<file path="src/rtl/pokey_timer_pair_pkg.sv">
// Shared constants for the POKEY-style timer pair: default width, reset values
// and the independent/joined mode encoding.
package pokey_timer_pair_pkg;

    localparam int WIDTH_DEF    = 8;
    localparam int RST_FREQ_DEF = 0;

    localparam logic RST_BOR  = 1'b0;
    localparam logic RST_TONE = 1'b0;

    typedef enum logic {
        MODE_INDEP = 1'b0,
        MODE_JOIN  = 1'b1
    } mode_e;

endpackage

</file>
<file path="src/rtl/pokey_timer_pair_down_counter.sv">
// Whole-word down counter used for each timer channel; wraps modulo 2^WIDTH
// unless a load is requested, and load always wins over a tick.
module pokey_down_counter
    import pokey_timer_pair_pkg::*;
#(
    parameter int WIDTH = WIDTH_DEF
) (
    input  logic             clk,
    input  logic             reset,
    input  logic             enn,
    input  logic             tick,
    input  logic             load,
    input  logic [WIDTH-1:0] ld_val,
    output logic             zero_out,
    output logic             wrap,
    output logic [WIDTH-1:0] cnt
);

    localparam logic [WIDTH-1:0] ONE = {{(WIDTH-1){1'b0}}, 1'b1};

    assign zero_out = (cnt == '0);
    assign wrap     = tick & zero_out;

    always_ff @(negedge clk or posedge reset) begin
        if (reset) begin
            cnt <= '0;
        end else if (enn) begin
            if (load) begin
                cnt <= ld_val;
            end else if (tick) begin
                cnt <= cnt - ONE;
            end
        end
    end

endmodule

</file>
<file path="src/rtl/pokey_timer_pair.sv">
// Pair of down-counting frequency dividers with reload, borrow pulses and
// square-wave tone outputs; optionally cascaded into one 2*WIDTH divider.
module pokey_timer_pair
    import pokey_timer_pair_pkg::*;
#(
    parameter int               WIDTH    = WIDTH_DEF,
    parameter logic [WIDTH-1:0] RST_FREQ = WIDTH'(RST_FREQ_DEF)
) (
    input  logic             clk,
    input  logic             reset,
    input  logic             enn,
    input  logic             tick_lo,
    input  logic             tick_hi,
    input  logic [WIDTH-1:0] din,
    input  logic             wr_lo,
    input  logic             wr_hi,
    input  logic             restart,
    input  logic             join_mode,
    output logic [WIDTH-1:0] cnt_lo,
    output logic [WIDTH-1:0] cnt_hi,
    output logic             bor_lo,
    output logic             bor_hi,
    output logic             tone_lo,
    output logic             tone_hi
);

    mode_e            mode;
    logic [WIDTH-1:0] freq_lo;
    logic [WIDTH-1:0] freq_hi;
    logic             zero_lo;
    logic             zero_hi;
    logic             wrap_lo;
    logic             wrap_hi;
    logic             tick_hi_sel;
    logic             load_lo;
    logic             load_hi;
    logic             bor_lo_nxt;
    logic             bor_hi_nxt;

    assign mode = mode_e'(join_mode);

    // Joined: the high word only steps when the low word underflows, and the
    // pair reloads together once the whole 2*WIDTH value has reached zero.
    always_comb begin
        tick_hi_sel = tick_hi;
        load_lo     = restart | wrap_lo;
        load_hi     = restart | wrap_hi;
        bor_lo_nxt  = wrap_lo;
        bor_hi_nxt  = wrap_hi;
        if (mode == MODE_JOIN) begin
            tick_hi_sel = tick_lo & zero_lo;
            load_lo     = restart | wrap_hi;
            bor_lo_nxt  = wrap_lo & ~zero_hi;
        end
    end

    pokey_down_counter #(.WIDTH(WIDTH)) u_cnt_lo (
        .clk      (clk),
        .reset    (reset),
        .enn      (enn),
        .tick     (tick_lo),
        .load     (load_lo),
        .ld_val   (freq_lo),
        .zero_out (zero_lo),
        .wrap     (wrap_lo),
        .cnt      (cnt_lo)
    );

    pokey_down_counter #(.WIDTH(WIDTH)) u_cnt_hi (
        .clk      (clk),
        .reset    (reset),
        .enn      (enn),
        .tick     (tick_hi_sel),
        .load     (load_hi),
        .ld_val   (freq_hi),
        .zero_out (zero_hi),
        .wrap     (wrap_hi),
        .cnt      (cnt_hi)
    );

    // A write landing on a reload edge only affects the following reload.
    always_ff @(negedge clk or posedge reset) begin
        if (reset) begin
            freq_lo <= RST_FREQ;
            freq_hi <= RST_FREQ;
        end else if (enn) begin
            if (wr_lo) freq_lo <= din;
            if (wr_hi) freq_hi <= din;
        end
    end

    always_ff @(negedge clk or posedge reset) begin
        if (reset) begin
            bor_lo  <= RST_BOR;
            bor_hi  <= RST_BOR;
            tone_lo <= RST_TONE;
            tone_hi <= RST_TONE;
        end else if (enn) begin
            if (restart) begin
                bor_lo <= 1'b0;
                bor_hi <= 1'b0;
            end else begin
                bor_lo  <= bor_lo_nxt;
                bor_hi  <= bor_hi_nxt;
                tone_lo <= tone_lo ^ bor_lo_nxt;
                tone_hi <= tone_hi ^ bor_hi_nxt;
            end
        end
    end

endmodule

</file>
<file path="config.mk">
export PLATFORM = sky130hd
export DESIGN_NAME = pokey_timer_pair
export DESIGN_NICKNAME = d
export VERILOG_FILES = /design/src/rtl/pokey_timer_pair_pkg.sv /design/src/rtl/pokey_timer_pair_down_counter.sv /design/src/rtl/pokey_timer_pair.sv
export SDC_FILE = /design/constraint.sdc
export NUM_CORES = 1
export LEC_CHECK = 0
export CORE_AREA = 2 2 82 84
export DETAILED_ROUTE_END_ITERATION = 16
export DIE_AREA = 0 0 84 86
export GPL_TIMING_DRIVEN = 0
export HOLD_SLACK_MARGIN = 0.15
export SLEW_MARGIN = 20
export SYNTH_ARGS = -nofsm -noshare
export SYNTH_HDL_FRONTEND = slang
export SYNTH_SLANG_ARGS = --single-unit
</file>
<file path="constraint.sdc">
create_clock -name clk -period 2.35 [get_ports clk]
set_clock_uncertainty 0.05 [all_clocks]
set_input_delay 0.47 -clock clk [delete_from_list [all_inputs] [get_ports clk]]
set_output_delay 0.47 -clock clk [all_outputs]
set_load 0.03 [all_outputs]
</file>
==> run metrics, run 1 <==
adder-cell area share of the yosys netlist 0.0203; clk_lat worst skew 0.30 ns; startpoint types input pin; WHS Path Cells 1; largest net degree at the start of global routing 37; warnings from Yosys 0; Layout Nets 283; Sink Count 36; Initial Utilization 0.294; ys flop type dfrtn_1; commonest cells in the netlist dfrtn_1 (36), inv_1 (16), mux2_2 (16), nand2_1 (14); Diodes inserted 0; DRC 0; WHS about 0.41 ns; site row count 29; top-count cell post-synth dfrtn_1; Power Density 776 mW/mm²; hpwl dp 3330 µm; critical path class in2reg; worst r2r src u_cnt_lo.cnt[0]; drt total wl 5190 µm; DRT antenna net count 0; status complete, but fails checks; Leakage 1.42 nW; highest routed metal layer met4; die width 84 µm; Port Buffers 35; failing checks setup timing; met3 wire len 199 µm; Core ar. 0.00628 mm²; sequential area share after synthesis 0.488; Detailed Route Iter0 Violations 90; Critical Path AT ~1.9 ns; worst slew pin tran 0.664 ns; share of cells above drive strength 1 0.473; drt pass-1 iters 4; drt via density between 4 and 5; Compound-Gate Fraction of Synth Area 0.154; CTS buffer count 5; Crit Reg-Reg Endpoint u_cnt_hi.cnt[5]; post-place setup slack -1.33 ns; Met2 Routed Length 2470 µm; FF+latch count, synth 36; critical path data required time between 1 and 1.5 ns; CTS tree yes; IO Count 37; Syn-to-layout area delta 66.8%; Worst R2R Path Depth 8; worst setup margin -0.422 ns; flop-to-flop setup slack -0.01 ns; worst-path fanout max 6; Synth top area share 0.488; Cell Area, Synth 0.00185 mm²; Mapped Avg Cell Area 10.4 µm²; CTS H-tree depth 2; number of max-cap violations 0; critical path capture point u_cnt_hi.cnt[5]; die area 0.00722 mm²; Post-synth EDFFs 0; Setup crit end kind flip-flop; Synth area leader dfrtn_1; vias in the first global route 1678; Syn Nets 198; global-route wire length before repair 8530 µm; Fin. Hold Viols 0; Synth cell types 39; FFs w/ async S/R, synth 1.00; post-DR wirelength/cell 15.2 µm; largest family of logic cells by synthesized area compound AO/OA/AOI/OAI gates; Post-Synth XOR/XNOR Area 0.00949; met1 WL around 2500 µm; Chip Height 86 µm; Clock Tree Root clkbuf_8; CTS Buffer Depth 2; HP Class reg2reg; via count ~1700; final slew viol count 0; number of setup violations in the final report 39; crit path from tick_lo; synth top area cells dfrtn_1 (49%), mux2_2 (9.8%), mux2i_1 (3.8%); RSZ-0062 raised after global routing true; slowest cell delay on critical path 0.46 ns; worst rel slew slack 0.554; Final GP Congestion 0.744; total grt overflow 0; post-synthesis mux area share 0.136; initial antenna violation count 0; Post-Synth Simple-Gate Area 0.146; Clock Pin Slew Worst Setup and Hold Paths ~0.050 ns; gr usage total 0.149; CP max stage cell or4_1; critical path cell sequence buf_8, nor4b_4, a31oi_4, a21o_4, or4_1, o211ai_1; VDD IR max between 200 and 300 µV; Syn Inst Count roughly 180
[critical path: cells and delay by family]
family          cells  cell delay, ns
compound gates      3            0.55
buf+inv             1            0.07
simple gates        2            0.76
[cell type report]
cell class | count | area (µm²)
well taps | 77 | 96.3
fillers | 575 | 3200
clock buffers | 6 | 82.6
inverters | 16 | 66.3
clock inverters | 2 | 10.0
repair inverters | 1 | 7.51
repair buffers | 78 | 718
plain buffers | 5 | 87.6
flip-flops and latches | 36 | 901
multi-input cells | 120 | 1110
[cells by family after synthesis]
family          Yosys count
xor+xnor                  2
compound gates           42
flops                    36
buf+inv                  22
simple gates             50
mux                      23
fa+ha+maj                 3
[flip-flops by register name (all words and copies together) (netlist names)]
signal,cells
freq_hi,8
freq_lo,8
u_cnt_hi.cnt,8
u_cnt_lo.cnt,8
bor_hi,1
bor_lo,1
tone_hi,1
tone_lo,1
[repair_timing]
action,in CTS,in global routing
gates cloned,1,1
gates resized for setup,186,15
endpoints found under the setup margin,56,75
pin swaps,15,7
hold buffers,0,0
buffers inserted,31,11
endpoints found under the hold margin,0,0
[power by group]
part / leakage, nW / internal (W) / switching (W) / total, W
logic: 0.939 / 0.000540 / 0.000535 / 0.00107
clock network: 0.0510 / 0.000234 / 0.000238 / 0.000473
registers: 0.432 / 0.000752 / 0.0000899 / 0.000842
total: 1.42 / 0.00153 / 0.000863 / 0.00239
[stage by stage]
step	setup TNS, ns	instances	instance area, µm²	power (W)	util
floorplan	-8.15	178	2020	0.00136	-
global placement	-50.12	290	2470	0.00164	0.393
detailed placement	-49.89	290	2470	0.00166	0.393
CTS	-10.46	329	2940	0.00232	0.469
global route	-12.30	341	3080	0.00251	0.491
finish	-10.39	341	3080	0.00239	0.491
[worst min-delay path by stage]
stage	startpoint	end	slack [ns]
detailed placement	tone_hi	tone_hi	0.38
global route	freq_hi[7]	freq_hi[7]	0.43
CTS	freq_lo[4]	freq_lo[4]	0.41
finish	freq_lo[4]	freq_lo[4]	0.41
floorplan	freq_hi[6]	freq_hi[6]	0.38
global placement	tone_lo	tone_lo	0.37
[per-layer routing]
metal  global-route usage  vias up
met5                    0        -
li1                     -      814
met2                0.240       40
met1                0.204      838
met3               0.0337        6
met4               0.0337        0
[placed cells by master (no fill, tap or decap), types with 3 or more instances in the layout]
| master | instances |
|---|---|
| o21ai_2 | 4 |
| a2bb2oi_1 | 4 |
| ha_1 | 3 |
| a21oi_1 | 6 |
| inv_1 | 14 |
| nor2_1 | 9 |
| nand2_1 | 11 |
| clkdlybuf4s50_1 | 9 |
| mux2i_1 | 6 |
| nor3_1 | 3 |
| buf_6 | 25 |
| mux2_4 | 16 |
| nand3_1 | 10 |
| o211ai_1 | 3 |
| buf_4 | 38 |
| clkbuf_8 | 7 |
| dfrtn_1 | 36 |
| o21ai_1 | 4 |
Note: power is estimated with default switching activity, not from simulation.
==> run 2: changes to the inputs <==
--- a/config.mk
+++ b/config.mk
@@ -5,11 +5,12 @@
 export SDC_FILE = /design/constraint.sdc
 export NUM_CORES = 1
 export LEC_CHECK = 0
-export CORE_AREA = 2 2 82 84
+export CORE_AREA = 2 2 74 93
 export DETAILED_ROUTE_END_ITERATION = 16
-export DIE_AREA = 0 0 84 86
+export DIE_AREA = 0 0 76 95
 export GPL_TIMING_DRIVEN = 0
 export HOLD_SLACK_MARGIN = 0.15
+export PLACE_DENSITY = 0.56
 export SLEW_MARGIN = 20
 export SYNTH_ARGS = -nofsm -noshare
 export SYNTH_HDL_FRONTEND = slang
==> run 2 against run 1 <==
  * The run still ends with setup timing left
  * Critical path depth is 1 higher
  * Utilization is 3.1 points lower
  * Flip-flop and latch count stayed put
  * Die area hardly changed
  * Cell count is 0.88% lower
  * Clock power is 10% lower
  * Count of clock-buffer cells in the layout stayed put
  * Largest cell class unchanged
  * Highest routed layer unchanged
==> run metrics, run 2 (synthesized netlist as in run 1, its figures left out) <==
Critical Path AT roughly 1.7 ns; worst setup margin -0.450 ns; clk_lat worst skew 0.29 ns; Diodes inserted 0; drt via density a little under 5; initial antenna violation count 0; slowest cell delay on critical path roughly 0.30 ns; worst rel slew slack 0.609; Hold-fix buffers, CTS 0; status complete, but fails checks; RSZ-0062 raised after global routing true; largest net degree at the start of global routing 37; commonest cells after routing, fill and taps aside dfrtn_1 (36), buf_4 (29), buf_6 (23); post-route cell area 0.00294 mm²; critical path class in2reg; gr usage total 0.141; WHS Path Cells 1; commonest non-fill, non-tap cell in the layout dfrtn_1; hold endpoint freq_lo[5]; IO Count 37; Port Buffers 35; DP Area around 0.0025 mm²; CP max stage cell nor4b_4; post-DR wirelength/cell 15.0 µm; worst r2r src u_cnt_lo.cnt[0]; total grt overflow 0; worst-path fanout max 5; site row count 33; DRT antenna net count 0; die width ~76 µm; Sink Count 36; Setup crit end kind flip-flop; number of max-cap violations 0; CTS tree yes; Initial Utilization 0.288; Final GP Congestion 0.782; Clock Pin Slew Worst Setup and Hold Paths 0.05 ns; Clock Tree Root clkbuf_8; WHS between 0.4 and 0.5 ns; hpwl dp ~3300 µm; most numerous cell on the critical path o21ai_2; Hold Startpoint freq_lo[5]; die area 0.00722 mm²; startpoint types input pin; VDD IR max 272 µV; vias in the first global route around 1600; Worst R2R Path Depth 9; Chip Height 95 µm; Detailed Route Iter0 Violations 70; Syn-to-layout area delta 59.3%; Power Density about 780 mW/mm²; failing checks setup timing; DRC 0; Layout Nets 271; number of setup violations in the final report 39; drt total wl 5070 µm; flop-to-flop setup slack ~0.030 ns; CTS H-tree depth 2; final slew viol count 0; global-route wire length before repair between 7000 and 8000 µm; share of cells above drive strength 1 0.442; Crit Reg-Reg Endpoint u_cnt_hi.cnt[6]; HP Class reg2reg; via count 1648; worst slew pin tran 0.583 ns; Leakage roughly 1.3 nW; Core ar. 0.00640 mm²; drt pass-1 iters 4; critical path data required time approximately 1.3 ns; critical path cell sequence buf_8, nor4b_4, a31oi_4, o21ai_2, buf_6, o21ai_2, a211o_1; total power 0.00230 W; CTS buffer count 5; Fin. Hold Viols 0; CTS Buffer Depth 2
==> run 2: changes by cell type in the layout (fill, tap and decap cells not counted), moves of 2 or more <==
cell / before / now
a21oi_4: 2 / 0
buf_6: 25 / 23
a21oi_2: 2 / 4
buf_4: 38 / 29
==> run 2: metal layers <==
| metal | part of all wire | wire, µm | vias up | global-route usage |
|---|---|---|---|---|
| li1 | - | - | 789 | - |
| met1 | 0.45 | 2270 | 811 | 0.186 |
| met2 | 0.51 | 2590 | 40 | 0.232 |
| met3 | 0.028 | 142 | 8 | 0.0296 |
| met4 | 0.013 | 68 | 0 | 0.0500 |
| met5 | 0 | 0 | - | 0 |
==> run 2: final cells by class <==
cell class              instances  area, µm²
multi-input cells             120       1080
clock buffers                   6       72.6
fillers                       625       3460
flip-flops and latches         36        901
repair buffers                 66        618
clock inverters                 1       5.00
plain buffers                   5       83.8
repair inverters                1       7.51
inverters                      16       63.8
well taps                      87        109
==> run 2: how the worst max path moves through the flow <==
stage | start | end
6_report | tick_lo | u_cnt_hi.cnt[6]
5_1_grt | tick_lo | u_cnt_hi.cnt[6]
4_1_cts | tick_lo | u_cnt_lo.cnt[2]
3_5_place_dp | tick_lo | u_cnt_hi.cnt[6]
3_3_place_gp | tick_lo | u_cnt_hi.cnt[6]
2_1_floorplan | tick_lo | u_cnt_hi.cnt[6]
==> run 2: repair_timing <==
item,4_1_cts,5_1_grt
pin swaps,12,8
setup buffers,26,5
gates cloned,1,1
gates resized for setup,176,16
endpoints found under the hold margin,0,0
endpoints found under the setup margin,56,75
==> run 2: where the power goes <==
group          switching (W)  total, W  leakage, nW  internal (W)
Combinational       0.000517   0.00102        0.869      0.000507
Sequential         0.0000955  0.000848        0.432      0.000753
Clock               0.000223  0.000425       0.0410      0.000202
Total               0.000836   0.00230         1.34       0.00146
==> run 2: critical path: cells and delay by family <==
family,cells,cell delay [ns]
AOI/OAI and AO/OA,4,0.72
buffers and inverters,2,0.21
and+or+nand+nor,1,0.30
==> run 2: metrics by stage <==
step                 util  std cells  setup WS (ns)  setup TNS (ns)
global route        0.459        338         -0.539          -12.59
detailed placement  0.387        300          -1.27          -50.11
global placement    0.387        300          -1.30          -50.68
CTS                 0.443        333         -0.381           -9.69
floorplan               -        178         -0.550           -8.15
finish              0.459        338         -0.450          -10.58
